[src/rtl/i2c_xfer_seq_if.sv]
// Host command and master-block register bus seen by the I2C transaction sequencer.
interface i2c_xfer_seq_if;
    logic       i_start;
    logic [6:0] i_dev_addr;
    logic [7:0] i_reg_addr;
    logic       i_rnw;
    logic [3:0] i_len;
    logic [7:0] i_wdata;
    logic       o_wdata_req;
    logic [7:0] o_rdata;
    logic       o_rdata_vld;
    logic       o_busy;
    logic       o_done;
    logic       o_err;
    logic [1:0] o_err_code;
    logic       o_wr_ena;
    logic [4:0] o_wr_addr;
    logic [7:0] o_wr_data;
    logic       o_rd_ena;
    logic [4:0] o_rd_addr;
    logic [7:0] i_rd_data;

    modport master (
        input  i_start, i_dev_addr, i_reg_addr, i_rnw, i_len, i_wdata, i_rd_data,
        output o_wdata_req, o_rdata, o_rdata_vld, o_busy, o_done, o_err,
        output o_err_code, o_wr_ena, o_wr_addr, o_wr_data, o_rd_ena, o_rd_addr
    );

    modport slave (
        output i_start, i_dev_addr, i_reg_addr, i_rnw, i_len, i_wdata, i_rd_data,
        input  o_wdata_req, o_rdata, o_rdata_vld, o_busy, o_done, o_err,
        input  o_err_code, o_wr_ena, o_wr_addr, o_wr_data, o_rd_ena, o_rd_addr
    );
endinterface

[src/rtl/i2c_xfer_seq.sv]
// I2C register-access sequencer: drives the master block's register port
// through START, address, data, ACK polling and STOP for one host command.
module i2c_xfer_seq #(
    parameter logic [7:0] FDR_INIT = 8'h00,
    parameter int         POLL_GAP = 16,
    parameter int         TIMEOUT  = 4096
) (
    input logic     i_sysclk,
    input logic     i_reset,
    i2c_xfer_seq_if.master bus
);
    localparam int PW = $clog2(TIMEOUT + 1);
    localparam int GW = $clog2(POLL_GAP + 1);

    localparam logic [4:0] A_FDR = 5'h04;
    localparam logic [4:0] A_CR  = 5'h08;
    localparam logic [4:0] A_SR  = 5'h0C;
    localparam logic [4:0] A_DR  = 5'h10;

    typedef enum logic [4:0] {
        S_IDLE, S_INIT, S_START, S_DEVW, S_REG, S_WDATA, S_RSTART,
        S_DEVR, S_RSETUP, S_RDATA, S_STOP, S_WAITIDLE, S_ABORT, S_DONE,
        S_WRG, S_RD1, S_RD2, S_POLL, S_PCHK, S_PGAP
    } state_t;

    state_t        state_q, state_d, ret_q, ret_d;
    logic [2:0]    step_q, step_d;
    logic [6:0]    dev_q, dev_d;
    logic [7:0]    reg_q, reg_d;
    logic          rnw_q, rnw_d;
    logic [3:0]    cnt_q, cnt_d;
    logic [3:0]    k_q, k_d;
    logic [7:0]    sr_q, sr_d;
    logic          poll_q, poll_d;
    logic          emit_q, emit_d;
    logic [PW-1:0] pcnt_q, pcnt_d;
    logic [GW-1:0] gap_q, gap_d;
    logic [2:0]    wbit_q, wbit_d;
    logic          wval_q, wval_d;

    logic          wr_ena_q, wr_ena_d;
    logic [4:0]    wr_addr_q, wr_addr_d;
    logic [7:0]    wr_data_q, wr_data_d;
    logic          rd_ena_q, rd_ena_d;
    logic [4:0]    rd_addr_q, rd_addr_d;
    logic          busy_q, busy_d;
    logic          done_q, done_d;
    logic          err_q, err_d;
    logic [1:0]    code_q, code_d;
    logic [7:0]    rdata_q, rdata_d;
    logic          vld_q, vld_d;
    logic          wreq_q, wreq_d;

    logic          do_wr, do_rd, do_wait, go, w_val;
    logic [4:0]    wr_a, rd_a;
    logic [7:0]    wr_v, tx_byte;
    logic [2:0]    w_bit;
    state_t        go_s, ack_next;

    always_comb begin
        state_d   = state_q;
        ret_d     = ret_q;
        step_d    = step_q;
        dev_d     = dev_q;
        reg_d     = reg_q;
        rnw_d     = rnw_q;
        cnt_d     = cnt_q;
        k_d       = k_q;
        sr_d      = sr_q;
        poll_d    = poll_q;
        emit_d    = emit_q;
        pcnt_d    = pcnt_q;
        gap_d     = gap_q;
        wbit_d    = wbit_q;
        wval_d    = wval_q;
        wr_ena_d  = 1'b0;
        wr_addr_d = wr_addr_q;
        wr_data_d = wr_data_q;
        rd_ena_d  = 1'b0;
        rd_addr_d = rd_addr_q;
        busy_d    = busy_q;
        done_d    = 1'b0;
        err_d     = 1'b0;
        code_d    = code_q;
        rdata_d   = rdata_q;
        vld_d     = 1'b0;
        wreq_d    = 1'b0;
        do_wr     = 1'b0;
        do_rd     = 1'b0;
        do_wait   = 1'b0;
        go        = 1'b0;
        go_s      = S_IDLE;
        wr_a      = A_CR;
        wr_v      = 8'h80;
        rd_a      = A_DR;
        w_bit     = 3'd1;
        w_val     = 1'b1;
        tx_byte   = {dev_q, 1'b0};
        ack_next  = S_REG;

        unique case (state_q)
            S_IDLE: begin
                busy_d = 1'b0;
                if (bus.i_start && !busy_q) begin
                    dev_d  = bus.i_dev_addr;
                    reg_d  = bus.i_reg_addr;
                    rnw_d  = bus.i_rnw;
                    cnt_d  = (bus.i_rnw && bus.i_len == 4'd0) ? 4'd1 : bus.i_len;
                    code_d = 2'd0;
                    busy_d = 1'b1;
                    go     = 1'b1;
                    go_s   = S_INIT;
                end
            end
            S_INIT: begin
                case (step_q)
                    3'd0:    begin do_wr = 1'b1; wr_a = A_FDR; wr_v = FDR_INIT; end
                    3'd1:    do_wr = 1'b1;
                    default: begin go = 1'b1; go_s = S_START; end
                endcase
            end
            S_START: begin
                case (step_q)
                    3'd0:    begin do_wr = 1'b1; wr_v = 8'hB0; end
                    3'd1:    begin do_wait = 1'b1; w_bit = 3'd5; end
                    default: begin go = 1'b1; go_s = S_DEVW; end
                endcase
            end
            S_DEVW, S_REG, S_DEVR: begin
                if (state_q == S_REG) begin
                    tx_byte  = reg_q;
                    ack_next = rnw_q ? S_RSTART :
                               (cnt_q == 4'd0) ? S_STOP : S_WDATA;
                end else if (state_q == S_DEVR) begin
                    tx_byte  = {dev_q, 1'b1};
                    ack_next = S_RSETUP;
                end
                case (step_q)
                    3'd0:    begin do_wr = 1'b1; wr_a = A_DR; wr_v = tx_byte; end
                    3'd1:    do_wait = 1'b1;
                    3'd2:    begin do_wr = 1'b1; wr_a = A_SR; wr_v = 8'h00; end
                    default: begin
                        go = 1'b1;
                        if (sr_q[0]) begin
                            code_d = 2'd1;
                            go_s   = S_ABORT;
                        end else begin
                            go_s   = ack_next;
                        end
                    end
                endcase
            end
            S_WDATA: begin
                case (step_q)
                    3'd0:    begin wreq_d = 1'b1; step_d = 3'd1; end
                    3'd1:    begin do_wr = 1'b1; wr_a = A_DR; wr_v = bus.i_wdata; end
                    3'd2:    do_wait = 1'b1;
                    3'd3:    begin do_wr = 1'b1; wr_a = A_SR; wr_v = 8'h00; end
                    default: begin
                        if (sr_q[0]) begin
                            code_d = 2'd1;
                            go     = 1'b1;
                            go_s   = S_ABORT;
                        end else if (cnt_q == 4'd1) begin
                            go     = 1'b1;
                            go_s   = S_STOP;
                        end else begin
                            cnt_d  = cnt_q - 4'd1;
                            step_d = 3'd0;
                        end
                    end
                endcase
            end
            S_RSTART: begin
                case (step_q)
                    3'd0:    begin do_wr = 1'b1; wr_v = 8'hB4; end
                    default: begin go = 1'b1; go_s = S_DEVR; end
                endcase
            end
            S_RSETUP: begin
                case (step_q)
                    3'd0: begin
                        do_wr = 1'b1;
                        wr_v  = (cnt_q == 4'd1) ? 8'hA8 : 8'hA0;
                    end
                    3'd1:    begin do_rd = 1'b1; emit_d = 1'b0; end
                    default: begin k_d = 4'd1; go = 1'b1; go_s = S_RDATA; end
                endcase
            end
            S_RDATA: begin
                case (step_q)
                    3'd0: do_wait = 1'b1;
                    3'd1: begin do_wr = 1'b1; wr_a = A_SR; wr_v = 8'h00; end
                    3'd2: begin
                        // NAK setup goes out one byte early so the last byte is not ACKed
                        if (k_q == cnt_q) begin
                            do_wr = 1'b1;
                        end else if (k_q == cnt_q - 4'd1) begin
                            do_wr = 1'b1;
                            wr_v  = 8'hA8;
                        end else begin
                            step_d = 3'd3;
                        end
                    end
                    3'd3: begin do_rd = 1'b1; emit_d = 1'b1; end
                    default: begin
                        emit_d = 1'b0;
                        if (k_q == cnt_q) begin
                            go   = 1'b1;
                            go_s = S_WAITIDLE;
                        end else begin
                            k_d    = k_q + 4'd1;
                            step_d = 3'd0;
                        end
                    end
                endcase
            end
            S_STOP: begin
                case (step_q)
                    3'd0:    do_wr = 1'b1;
                    default: begin go = 1'b1; go_s = S_WAITIDLE; end
                endcase
            end
            S_WAITIDLE: begin
                case (step_q)
                    3'd0:    begin do_wait = 1'b1; w_bit = 3'd5; w_val = 1'b0; end
                    default: begin go = 1'b1; go_s = S_DONE; end
                endcase
            end
            S_ABORT: begin
                case (step_q)
                    3'd0:    do_wr = 1'b1;
                    default: begin go = 1'b1; go_s = S_DONE; end
                endcase
            end
            S_DONE: begin
                done_d  = 1'b1;
                err_d   = (code_q != 2'd0);
                state_d = S_IDLE;
            end
            S_WRG: state_d = ret_q;
            S_RD1: state_d = S_RD2;
            S_RD2: begin
                if (poll_q) begin
                    sr_d    = bus.i_rd_data;
                    state_d = S_PCHK;
                    if (pcnt_q != PW'(TIMEOUT))
                        pcnt_d = pcnt_q + 1'b1;
                end else begin
                    state_d = ret_q;
                    if (emit_q) begin
                        rdata_d = bus.i_rd_data;
                        vld_d   = 1'b1;
                    end
                end
            end
            S_POLL: begin
                rd_ena_d  = 1'b1;
                rd_addr_d = A_SR;
                state_d   = S_RD1;
            end
            S_PCHK: begin
                if (sr_q[4]) begin
                    code_d  = 2'd2;
                    poll_d  = 1'b0;
                    step_d  = 3'd0;
                    state_d = S_ABORT;
                end else if (sr_q[wbit_q] == wval_q) begin
                    poll_d  = 1'b0;
                    state_d = ret_q;
                end else if (pcnt_q == PW'(TIMEOUT)) begin
                    code_d  = 2'd3;
                    poll_d  = 1'b0;
                    step_d  = 3'd0;
                    state_d = (ret_q == S_WAITIDLE) ? S_DONE : S_ABORT;
                end else begin
                    gap_d   = '0;
                    state_d = S_PGAP;
                end
            end
            S_PGAP: begin
                if (gap_q == GW'(POLL_GAP - 1))
                    state_d = S_POLL;
                else
                    gap_d = gap_q + 1'b1;
            end
            default: state_d = S_IDLE;
        endcase

        if (do_wr) begin
            wr_ena_d  = 1'b1;
            wr_addr_d = wr_a;
            wr_data_d = wr_v;
            state_d   = S_WRG;
            ret_d     = state_q;
            step_d    = step_q + 3'd1;
        end
        if (do_rd) begin
            rd_ena_d  = 1'b1;
            rd_addr_d = rd_a;
            state_d   = S_RD1;
            ret_d     = state_q;
            step_d    = step_q + 3'd1;
        end
        if (do_wait) begin
            poll_d  = 1'b1;
            pcnt_d  = '0;
            wbit_d  = w_bit;
            wval_d  = w_val;
            state_d = S_POLL;
            ret_d   = state_q;
            step_d  = step_q + 3'd1;
        end
        if (go) begin
            state_d = go_s;
            step_d  = 3'd0;
        end
    end

    always_ff @(posedge i_sysclk) begin
        if (i_reset) begin
            state_q   <= S_IDLE;
            ret_q     <= S_IDLE;
            step_q    <= '0;
            dev_q     <= '0;
            reg_q     <= '0;
            rnw_q     <= 1'b0;
            cnt_q     <= '0;
            k_q       <= '0;
            sr_q      <= '0;
            poll_q    <= 1'b0;
            emit_q    <= 1'b0;
            pcnt_q    <= '0;
            gap_q     <= '0;
            wbit_q    <= '0;
            wval_q    <= 1'b0;
            wr_ena_q  <= 1'b0;
            wr_addr_q <= '0;
            wr_data_q <= '0;
            rd_ena_q  <= 1'b0;
            rd_addr_q <= '0;
            busy_q    <= 1'b0;
            done_q    <= 1'b0;
            err_q     <= 1'b0;
            code_q    <= '0;
            rdata_q   <= '0;
            vld_q     <= 1'b0;
            wreq_q    <= 1'b0;
        end else begin
            state_q   <= state_d;
            ret_q     <= ret_d;
            step_q    <= step_d;
            dev_q     <= dev_d;
            reg_q     <= reg_d;
            rnw_q     <= rnw_d;
            cnt_q     <= cnt_d;
            k_q       <= k_d;
            sr_q      <= sr_d;
            poll_q    <= poll_d;
            emit_q    <= emit_d;
            pcnt_q    <= pcnt_d;
            gap_q     <= gap_d;
            wbit_q    <= wbit_d;
            wval_q    <= wval_d;
            wr_ena_q  <= wr_ena_d;
            wr_addr_q <= wr_addr_d;
            wr_data_q <= wr_data_d;
            rd_ena_q  <= rd_ena_d;
            rd_addr_q <= rd_addr_d;
            busy_q    <= busy_d;
            done_q    <= done_d;
            err_q     <= err_d;
            code_q    <= code_d;
            rdata_q   <= rdata_d;
            vld_q     <= vld_d;
            wreq_q    <= wreq_d;
        end
    end

    assign bus.o_wr_ena    = wr_ena_q;
    assign bus.o_wr_addr   = wr_addr_q;
    assign bus.o_wr_data   = wr_data_q;
    assign bus.o_rd_ena    = rd_ena_q;
    assign bus.o_rd_addr   = rd_addr_q;
    assign bus.o_busy      = busy_q;
    assign bus.o_done      = done_q;
    assign bus.o_err       = err_q;
    assign bus.o_err_code  = code_q;
    assign bus.o_rdata     = rdata_q;
    assign bus.o_rdata_vld = vld_q;
    assign bus.o_wdata_req = wreq_q;
endmodule

[src/flat_wrapper.sv]
// flat-port wrapper written by rule: the top's interface ports become plain ports
module i2c_xfer_seq_flat 
#(
    parameter logic [7:0] FDR_INIT = 8'h00,
    parameter int         POLL_GAP = 16,
    parameter int         TIMEOUT  = 4096
)
  (i_sysclk, i_reset, bus_i_start, bus_i_dev_addr, bus_i_reg_addr, bus_i_rnw, bus_i_len, bus_i_wdata, bus_i_rd_data, bus_o_wdata_req, bus_o_rdata, bus_o_rdata_vld, bus_o_busy, bus_o_done, bus_o_err, bus_o_err_code, bus_o_wr_ena, bus_o_wr_addr, bus_o_wr_data, bus_o_rd_ena, bus_o_rd_addr);
  i2c_xfer_seq_if bus_i ();
  input logic i_sysclk;
  input logic i_reset;
  input wire logic [$bits(bus_i.i_start)-1:0] bus_i_start;
  input wire logic [$bits(bus_i.i_dev_addr)-1:0] bus_i_dev_addr;
  input wire logic [$bits(bus_i.i_reg_addr)-1:0] bus_i_reg_addr;
  input wire logic [$bits(bus_i.i_rnw)-1:0] bus_i_rnw;
  input wire logic [$bits(bus_i.i_len)-1:0] bus_i_len;
  input wire logic [$bits(bus_i.i_wdata)-1:0] bus_i_wdata;
  input wire logic [$bits(bus_i.i_rd_data)-1:0] bus_i_rd_data;
  output wire logic [$bits(bus_i.o_wdata_req)-1:0] bus_o_wdata_req;
  output wire logic [$bits(bus_i.o_rdata)-1:0] bus_o_rdata;
  output wire logic [$bits(bus_i.o_rdata_vld)-1:0] bus_o_rdata_vld;
  output wire logic [$bits(bus_i.o_busy)-1:0] bus_o_busy;
  output wire logic [$bits(bus_i.o_done)-1:0] bus_o_done;
  output wire logic [$bits(bus_i.o_err)-1:0] bus_o_err;
  output wire logic [$bits(bus_i.o_err_code)-1:0] bus_o_err_code;
  output wire logic [$bits(bus_i.o_wr_ena)-1:0] bus_o_wr_ena;
  output wire logic [$bits(bus_i.o_wr_addr)-1:0] bus_o_wr_addr;
  output wire logic [$bits(bus_i.o_wr_data)-1:0] bus_o_wr_data;
  output wire logic [$bits(bus_i.o_rd_ena)-1:0] bus_o_rd_ena;
  output wire logic [$bits(bus_i.o_rd_addr)-1:0] bus_o_rd_addr;
  assign bus_i.i_start = bus_i_start;
  assign bus_i.i_dev_addr = bus_i_dev_addr;
  assign bus_i.i_reg_addr = bus_i_reg_addr;
  assign bus_i.i_rnw = bus_i_rnw;
  assign bus_i.i_len = bus_i_len;
  assign bus_i.i_wdata = bus_i_wdata;
  assign bus_i.i_rd_data = bus_i_rd_data;
  assign bus_o_wdata_req = bus_i.o_wdata_req;
  assign bus_o_rdata = bus_i.o_rdata;
  assign bus_o_rdata_vld = bus_i.o_rdata_vld;
  assign bus_o_busy = bus_i.o_busy;
  assign bus_o_done = bus_i.o_done;
  assign bus_o_err = bus_i.o_err;
  assign bus_o_err_code = bus_i.o_err_code;
  assign bus_o_wr_ena = bus_i.o_wr_ena;
  assign bus_o_wr_addr = bus_i.o_wr_addr;
  assign bus_o_wr_data = bus_i.o_wr_data;
  assign bus_o_rd_ena = bus_i.o_rd_ena;
  assign bus_o_rd_addr = bus_i.o_rd_addr;
  i2c_xfer_seq #(.FDR_INIT(FDR_INIT), .POLL_GAP(POLL_GAP), .TIMEOUT(TIMEOUT)) u_core (.i_sysclk(i_sysclk), .i_reset(i_reset), .bus(bus_i));
endmodule
[config.mk]
export PLATFORM = sky130hd
export DESIGN_NAME = i2c_xfer_seq_flat
export DESIGN_NICKNAME = d
export VERILOG_FILES = /design/src/rtl/i2c_xfer_seq_if.sv /design/src/rtl/i2c_xfer_seq.sv /design/src/flat_wrapper.sv
export SDC_FILE = /design/constraint.sdc
export NUM_CORES = 1
export LEC_CHECK = 0
export CAP_MARGIN = 25
export CORE_MARGIN = 2
export CORE_UTILIZATION = 45
export CTS_CLUSTER_DIAMETER = 100
export DETAILED_ROUTE_END_ITERATION = 6
export PLACE_DENSITY = 0.8
export SYNTH_ARGS = -nofsm -noshare
export SYNTH_HDL_FRONTEND = slang
export SYNTH_SLANG_ARGS = --single-unit
[constraint.sdc]
create_clock -name i_sysclk -period 3.55 [get_ports i_sysclk]
set_input_delay 0.355 -clock i_sysclk [delete_from_list [all_inputs] [get_ports i_sysclk]]
set_output_delay 0.355 -clock i_sysclk [all_outputs]
set_load 0.02 [all_outputs]
==> run summary, run 1 <==
Compared with the post-synthesis result, the final layout area differs by 22.9%. The final setup skew came out at 0.00674 ns. The DRC violation count after routing came out at 0. The peak fanout along the critical path is 24. The number of distinct library cells after synthesis is 76.

The row count came out at 39. The remaining number of nets flagged by the antenna check after routing is 0. The wire length per cell is 19.0 µm.

The class of the most critical hold timing path is reg -> reg. For this run, asynchronously set or reset flops after synthesis account for 0. The number of top-level pins came out at 74.

Summed over all cells, the static leakage comes to 2.36 nW. The clock period could shrink to 2.98 ns. Yosys attributes the largest share of cell area to dfxtp_1 36%, nor2_1 6.1%, nand2_1 5.9%, a21oi_1 5.8%, mux2i_1 3.7%. The die area is 12400 µm². The maximum number of buffers from clock root to sink came out at 2. From bottom edge to top edge, the die measures 111 µm. The number of stages on the worst hold path is 2.

The net count of the finished layout came out at 776. 0 antenna diodes ended up in the layout. The total of cells resized after clock tree synthesis came out at 0. The dominant synthesized flop cell is dfxtp_1. The fraction of met2 tracks used by global routing is 0.453.

The clock sink total is 94. The power density normalized to cell area came out at 715 nW/µm². The run finished with clean final reports. For met3 alone, demand over resource in global routing was 0.0479.

The core occupancy in the finished layout came out at 0.564. The first global-routing pass estimated 26600 µm of wire. Once placement finished, the instance area stood at 6080 µm². At the worst endpoint, the required time is 3.76 ns. STA classifies the critical path startpoint as a flip-flop. In the routed layout, each cell is associated on average with a via count of 6.07. The count of filler cells inserted in the layout is 1041.

The total standard cell area after synthesis is 5190 µm². Derived from the worst setup path, the maximum achievable clock frequency is 336 MHz. The number of instances in the synthesized netlist is 657. The synthesized design contains 0 enable-type register cells. Clock-pin slew was measured on the worst setup and hold paths at 0.08 ns. At the pin with the least slew margin, the transition time is 0.890 ns. The startpoint-to-endpoint class of the critical path is reg -> reg. The post-route clock period utilization is 0.838. The total power consumption of the routed design is 4.56 mW. In the global route stage, met1 resource usage came out at 0.341. The CTS buffer count came out at 9. The total half-perimeter wirelength after legalization and detailed placement came out at 12600 µm. The worst setup path is captured at a flip-flop. The area share of the largest cell type after synthesis is 0.363. The multi-input combinational cells in the finished layout cover a total of 3070 µm². The number of placed cells counting well taps came out at 857. Input and output buffers added on the ports amount to 69. The number of setup buffers added after CTS is 0. The initial DRC count is 346. The final wirelength is 16600 µm. The most instantiated library cell after synthesis is dfxtp_1. The starting density of the core came out at 0.458. Setup violations remaining at the end of the flow were counted as 0. The fraction of final layout cells sized beyond drive strength 1 is 0.0904. The sequential element share of the synthesized area is 0.363. The final route contains 5302 vias. The placeable core area came out at 11300 µm². The total global routing overflow is 0. The area of all placed cells without fillers is 6380 µm².

The area taken by flip-flops and latches came out at 1880 µm². The number of antenna violations at the first check in global routing is 0. The overall track demand over capacity in global routing is 0.269. The total number of H-tree levels is 3.

met2 is the most crowded layer. The maximum VDD drop came out at 0.410 mV. The cell sitting at the root of the clock tree is a clkbuf_16.

The count of hold-fix buffers inserted at cts is 0. The number of hold violations in the final report came out at 0. The post-route setup TNS is 0 ns. The max-slew violation total from the final report came out at 0. dfxtp_1 takes more of the synthesized area than any other cell.

Setup repair after global routing left no endpoint under its margin. The arrival time at the worst endpoint came out at 3.19 ns. The number of cell instances on the worst register-to-register path is 8. The post-route non-filler standard cell count is 873. The headroom to the max-slew limit is 0.406.

The pin count of the biggest net entering global routing is 39. The final weighted congestion in routability-driven placement came out at 0.989. The number of max-capacitance violations reported is 0.

The detailed-router iteration count before antenna repair is 5. The average instance area after synthesis is 7.90 µm². The floorplan step set the die width to 111 µm. The clock reaches the later pin of the worst-skew pair after 0.36 ns. The Yosys step of the flow raised 0 warnings.

TritonCTS built the clock tree. Ranked by instance count, the synthesized netlist is headed by 94 x dfxtp_1, 85 x nor2_1, 82 x nand2_1. The via count of the first global-routing pass is 5140. The flip-flop and latch count after synthesis is 94.
cells by family (layout without fill, tap and decap cells):
kind of cell / after synthesis / in the layout / share of synthesized area
other cells: 1 / 4 / 0.000723
xor+xnor: 29 / 29 / 0.0489
buf+inv: 57 / 127 / 0.0473
fa+ha+maj: 12 / 12 / 0.0289
mux: 20 / 20 / 0.0410
simple gates: 292 / 292 / 0.277
compound gates: 152 / 152 / 0.194
flops: 94 / 94 / 0.363
report_power, final:
group | switching (mW) | leakage (nW) | total, mW | internal [mW]
Sequential | 0.200 | 0.763 | 1.41 | 1.21
Clock | 0.476 | 0.145 | 0.976 | 0.500
Combinational | 1.33 | 1.45 | 2.18 | 0.849
cells in the final DEF, fill, tap and decap left out, drive strengths merged, types with 19 or more instances in the layout:
cell type,n
a21oi,60
buf,28
clkdlybuf4s50,68
dfxtp,94
inv,19
mux2i,19
nand2,84
nand3,23
nor2,85
nor3,21
o21ai,21
critical path, cell delays in order, from the launching register on:
cell      delay, ns
dfxtp_1        0.90
nor3b_2        0.16
nand2_1        0.31
o21ai_0        0.12
buf_4          0.17
nor4_2         0.40
nand2_1        0.32
a311oi_1       0.34
a211oi_1       0.07
layer usage:
layer | share of wire | vias to the layer above
met1 | 0.43 | 2529
met2 | 0.47 | 251
met3 | 0.066 | 46
met4 | 0.034 | 0
met5 | 0 | -
li1 | - | 2476
worst paths after layout:
check                                               startpoint                             end  slack [ns]
worst min register to register    u_core.dev_q[1]$_SDFFE_PP0P_    u_core.dev_q[1]$_SDFFE_PP0P_        0.46
worst min-delay path              u_core.dev_q[1]$_SDFFE_PP0P_    u_core.dev_q[1]$_SDFFE_PP0P_        0.46
worst max-delay path            u_core.state_q[1]$_SDFFE_PP0P_  u_core.state_q[4]$_SDFFE_PP0P_        0.57
worst max register to register  u_core.state_q[1]$_SDFFE_PP0P_  u_core.state_q[4]$_SDFFE_PP0P_        0.57
flip-flops by register name, summed over array words and instances (netlist names), 2 cells and up:
register	count
u_core.pcnt_q	13
u_core.bus.o_rdata	8
u_core.bus.o_wr_data	8
u_core.reg_q	8
u_core.dev_q	7
u_core.gap_q	5
u_core.ret_q	5
u_core.state_q	5
u_core.cnt_q	4
u_core.k_q	4
u_core.sr_q	4
u_core.bus.o_wr_addr	3
u_core.step_q	3
u_core.bus.o_err_code	2
u_core.bus.o_rd_addr	2
u_core.wbit_q	2
cell type report:
cell class / instances / share of cell area
multi-input cells: 509 / 0.482
clock inverters: 7 / 0.0118
clock buffers: 9 / 0.0353
flip-flops and latches: 94 / 0.295
well taps: 143 / 0.0280
inverters: 15 / 0.00883
repair buffers: 96 / 0.139
through the flow:
step	worst slack [ns]	hold slack [ns]
global placement	0.708	0.444
detailed placement	0.648	0.448
global route	0.309	0.471
CTS	0.643	0.458
floorplan	1.09	0.433
finish	0.574	0.455
No activity file was read; power rests on OpenSTA's default activity.
==> run 2, diff against run 1 <==
Settings changed: PLACE_DENSITY 0.8 to 0.83.
Clock period 3.55 ns to 2.4 ns, I/O delays scaled along.
==> run 2 against run 1 <==
The flow now finishes with violations (negative setup slack). Sequential share of layout area is 3.7 points lower. First-iteration DRC count is 31% higher. Clock power is 48% higher. Setup slack worse by 0.64 ns. Critical path type unchanged. Largest power group unchanged.
==> run summary, run 2 (same netlist as run 1, synthesis figures left out) <==
The flip-flop count of the largest register, all copies and words added was 13 (unchanged). The CTS buffer count came out at 9 (unchanged). The detailed-router iteration count before antenna repair came to 5 (unchanged). The die span in x came out at 111 µm (unchanged). The net count of the finished layout is 862 (+11%). The clock network fraction of total power came to 0.184 (-0.030). The portion of total power attributed to sequential cells came out at 0.263 (-0.045). Leaving out fill and tap cells, the most frequent cell in the layout is buf_4.

The placeable core area came out at 11300 µm² (unchanged). The peak fanout along the critical path came out at 5 (-79%). The number of max-capacitance violations reported came to 0 (unchanged). The clock sink total is 94 (unchanged).

The count of antenna diodes in the layout came to 0 (unchanged). More flip-flops sit in one register than any other, and that register is u_core.pcnt_q. The overall track demand over capacity in global routing came out at 0.282 (+0.0129). The design internal power was 4.51 mW (+77%). The run finished, with violations left.

The maximum number of buffers from clock root to sink came to 2 (unchanged). The total half-perimeter wirelength after legalization and detailed placement is 13200 µm (+4.6%). The required time of the worst setup path is 2.67 ns (-1.09 ns). The instance area at placement came out at 6690 µm² (+10%). The number of hold violations in the final report was 0 (unchanged).

The via count of the first global-routing pass is 5535 (+7.7%). The clock network latency to the later pin of the worst-skew pair is 0.36 ns (about the same). The post-route setup TNS came out at -0.111 ns (-0.111 ns). The worst setup path is launched from a flip-flop. The number of cell instances on the worst register-to-register path is 11 (+3). The remaining number of nets flagged by the antenna check after routing came out at 0 (unchanged). The headroom to the max-slew limit is 0.601 (+0.195). The maximum VDD drop came out at 0.798 mV (+95%). STA classifies the critical path endpoint as a flip-flop. The height of the die is 111 µm (unchanged). The starting density of the core is 0.458 (unchanged). The critical path in this run is classified as reg -> reg. The global-route wire length before repair came out at 28300 µm (+6.3%). The reported net switching power was 3.29 mW (+64%). The fmax is 405 MHz (+21%).

The total number of H-tree levels is 3 (unchanged). The initial DRC count came out at 454 (+31%). The part of the power in combinational logic is 0.553 (+0.075).

The final setup skew came out at 0.0126 ns (+0.00587 ns). The pin count of the biggest net entering global routing came out at 31 (-21%). The final critical path time including I/O delays and setup came to 2.47 ns (-0.509 ns). The top cell types in the final layout, fill and taps aside, are 106 x buf_4, 81 x nand2_1, 81 x dfxtp_1. The clock slew at the register clock pins of the worst setup and hold paths came out at 0.08 ns (about the same). The quantity of I/O buffers inserted on ports came to 69 (unchanged). The number of top-level pins is 74 (unchanged). The actual slew at the worst max-slew pin came out at 0.584 ns (-0.307 ns).

The count of hold-fix buffers inserted at cts is 0 (unchanged). The row count came out at 39 (unchanged). The power density normalized to cell area was 1060 nW/µm² (+48%). The endpoint identified for the worst register-to-register timing path is u_core.state_q[3]$_SDFFE_PP0P_.

The final weighted congestion in routability-driven placement is 1.04 (+5.5%). The root buffer cell chosen for the clock tree is clkbuf_16. The worst min-delay path endpoint is u_core.wbit_q[2]$_SDFFE_PP0P_. The final reports fail on negative setup slack.

The path class of the tightest hold or removal check is in -> reg. The area overhead of the layout relative to synthesis is 42.2%. The fraction of power spent switching nets is 0.422 (-0.0176). The total via count in the routed design came out at 5667 (+6.9%). The max-slew violation total from the final report came out at 0 (unchanged). The number of failing setup endpoints in the final timing report came out at 3 (+3). The worst-case register-to-register setup slack is -0.07 ns (-0.64 ns).

The post-route clock period utilization came to 1.03 (+0.190). The arrival time at the worst endpoint was 2.73 ns (-0.46 ns). The average via count per standard cell came out at 5.91 (-2.7%). The DRC violation count after routing came to 0 (unchanged). The worst setup slack after layout came out at -0.0674 ns (-0.641 ns). The total global routing overflow is 0 (unchanged). The number of stages on the worst hold path came out at 2 (unchanged).

The final wirelength came to 17800 µm (+7.4%). The clock tree from TritonCTS is built. The wire length per cell is 18.6 µm (-2.3%). The number of antenna violations at the first check in global routing came to 0 (unchanged). The fraction of final layout cells sized beyond drive strength 1 is 0.261 (+0.171).

In this run the critical register-to-register path is launched from u_core.step_q[0]$_SDFFE_PP0P_. The startpoint of the worst hold path is i_reset. The die area is 12400 µm² (unchanged). The leakage power came to 2.87 nW (+22%). The area of all placed cells without fillers was 7380 µm² (+16%).

Setup repair after global routing could not meet its margin everywhere.
==> run 2: cell types whose count changed in the layout (fill, tap and decap cells not counted), sizes merged <==
cell | previous run | this run
clkinv | 2 | 5
inv | 19 | 17
clkinvlp | 1 | 0
buf | 28 | 114
==> run 2: how the worst max path moves through the flow <==
stage          slack, ns                             end  cells past startpoint                          start
2_1_floorplan       0.02  u_core.state_q[3]$_SDFFE_PP0P_                     11  u_core.step_q[0]$_SDFFE_PP0P_
4_1_cts            -0.04  u_core.state_q[3]$_SDFFE_PP0P_                      8  u_core.step_q[0]$_SDFFE_PP0P_
3_3_place_gp        -0.1  u_core.state_q[3]$_SDFFE_PP0P_                      9  u_core.step_q[0]$_SDFFE_PP0P_
6_report           -0.07  u_core.state_q[3]$_SDFFE_PP0P_                     11  u_core.step_q[0]$_SDFFE_PP0P_
5_1_grt            -0.11  u_core.state_q[3]$_SDFFE_PP0P_                     11  u_core.step_q[0]$_SDFFE_PP0P_
3_5_place_dp       -0.17  u_core.state_q[3]$_SDFFE_PP0P_                      9  u_core.step_q[0]$_SDFFE_PP0P_
==> run 2: stage by stage <==
stage	hold slack [ns]	instances	power, mW	setup WS (ns)	utilization
after CTS	0.252	955	7.36	-0.0379	0.624
after floorplan	0.376	660	4.21	0.0189	-
after global routing	0.277	959	8.24	-0.110	0.652
after global placement	0.443	937	5.77	-0.0968	0.591
after detailed placement	0.449	937	5.84	-0.170	0.591
final	0.278	959	7.81	-0.0674	0.652
==> run 2: cell type report <==
type                       instances  area, µm²
clock inverter                     7       78.8
sequential                        94       1900
fill                             943       3940
multi-input combinational        509       3370
tap                              143        179
inverter                          15       56.3
clock buffer                       9        225
timing repair buffer             182       1570
==> run 2: routing by layer <==
metal,GRT usage,part of all wire
met1,0.370,0.42
met2,0.460,0.48
met3,0.0604,0.071
met4,0.105,0.029
met5,0,0
==> run 2: power groups by stage <==
stage	Combinational, mW	Clock (mW)	Sequential (mW)
2_1_floorplan	2.17	0	2.04
3_3_place_gp	3.74	0	2.03
3_5_place_dp	3.80	0	2.05
4_1_cts	3.88	1.46	2.02
5_1_grt	4.64	1.52	2.08
6_report	4.31	1.44	2.05
==> run 2: worst max-delay path, cell delays in order (launching register included) <==
cell and delay [ns]:
dfxtp_4 0.35, buf_12 0.12, inv_1 0.14, ha_4 0.18
o21ba_4 0.18, buf_4 0.15, nor2_1 0.07, a21oi_1 0.18
o2111ai_2 0.17, buf_4 0.20, or3_4 0.36, a311oi_2 0.25
==> run 2: what timing repair did <==
item	4_1_cts	5_1_grt
pin swaps	3	13
setup endpoints to repair	12	33
buffers inserted	2	3
cloned	0	1
gates resized for setup	15	66
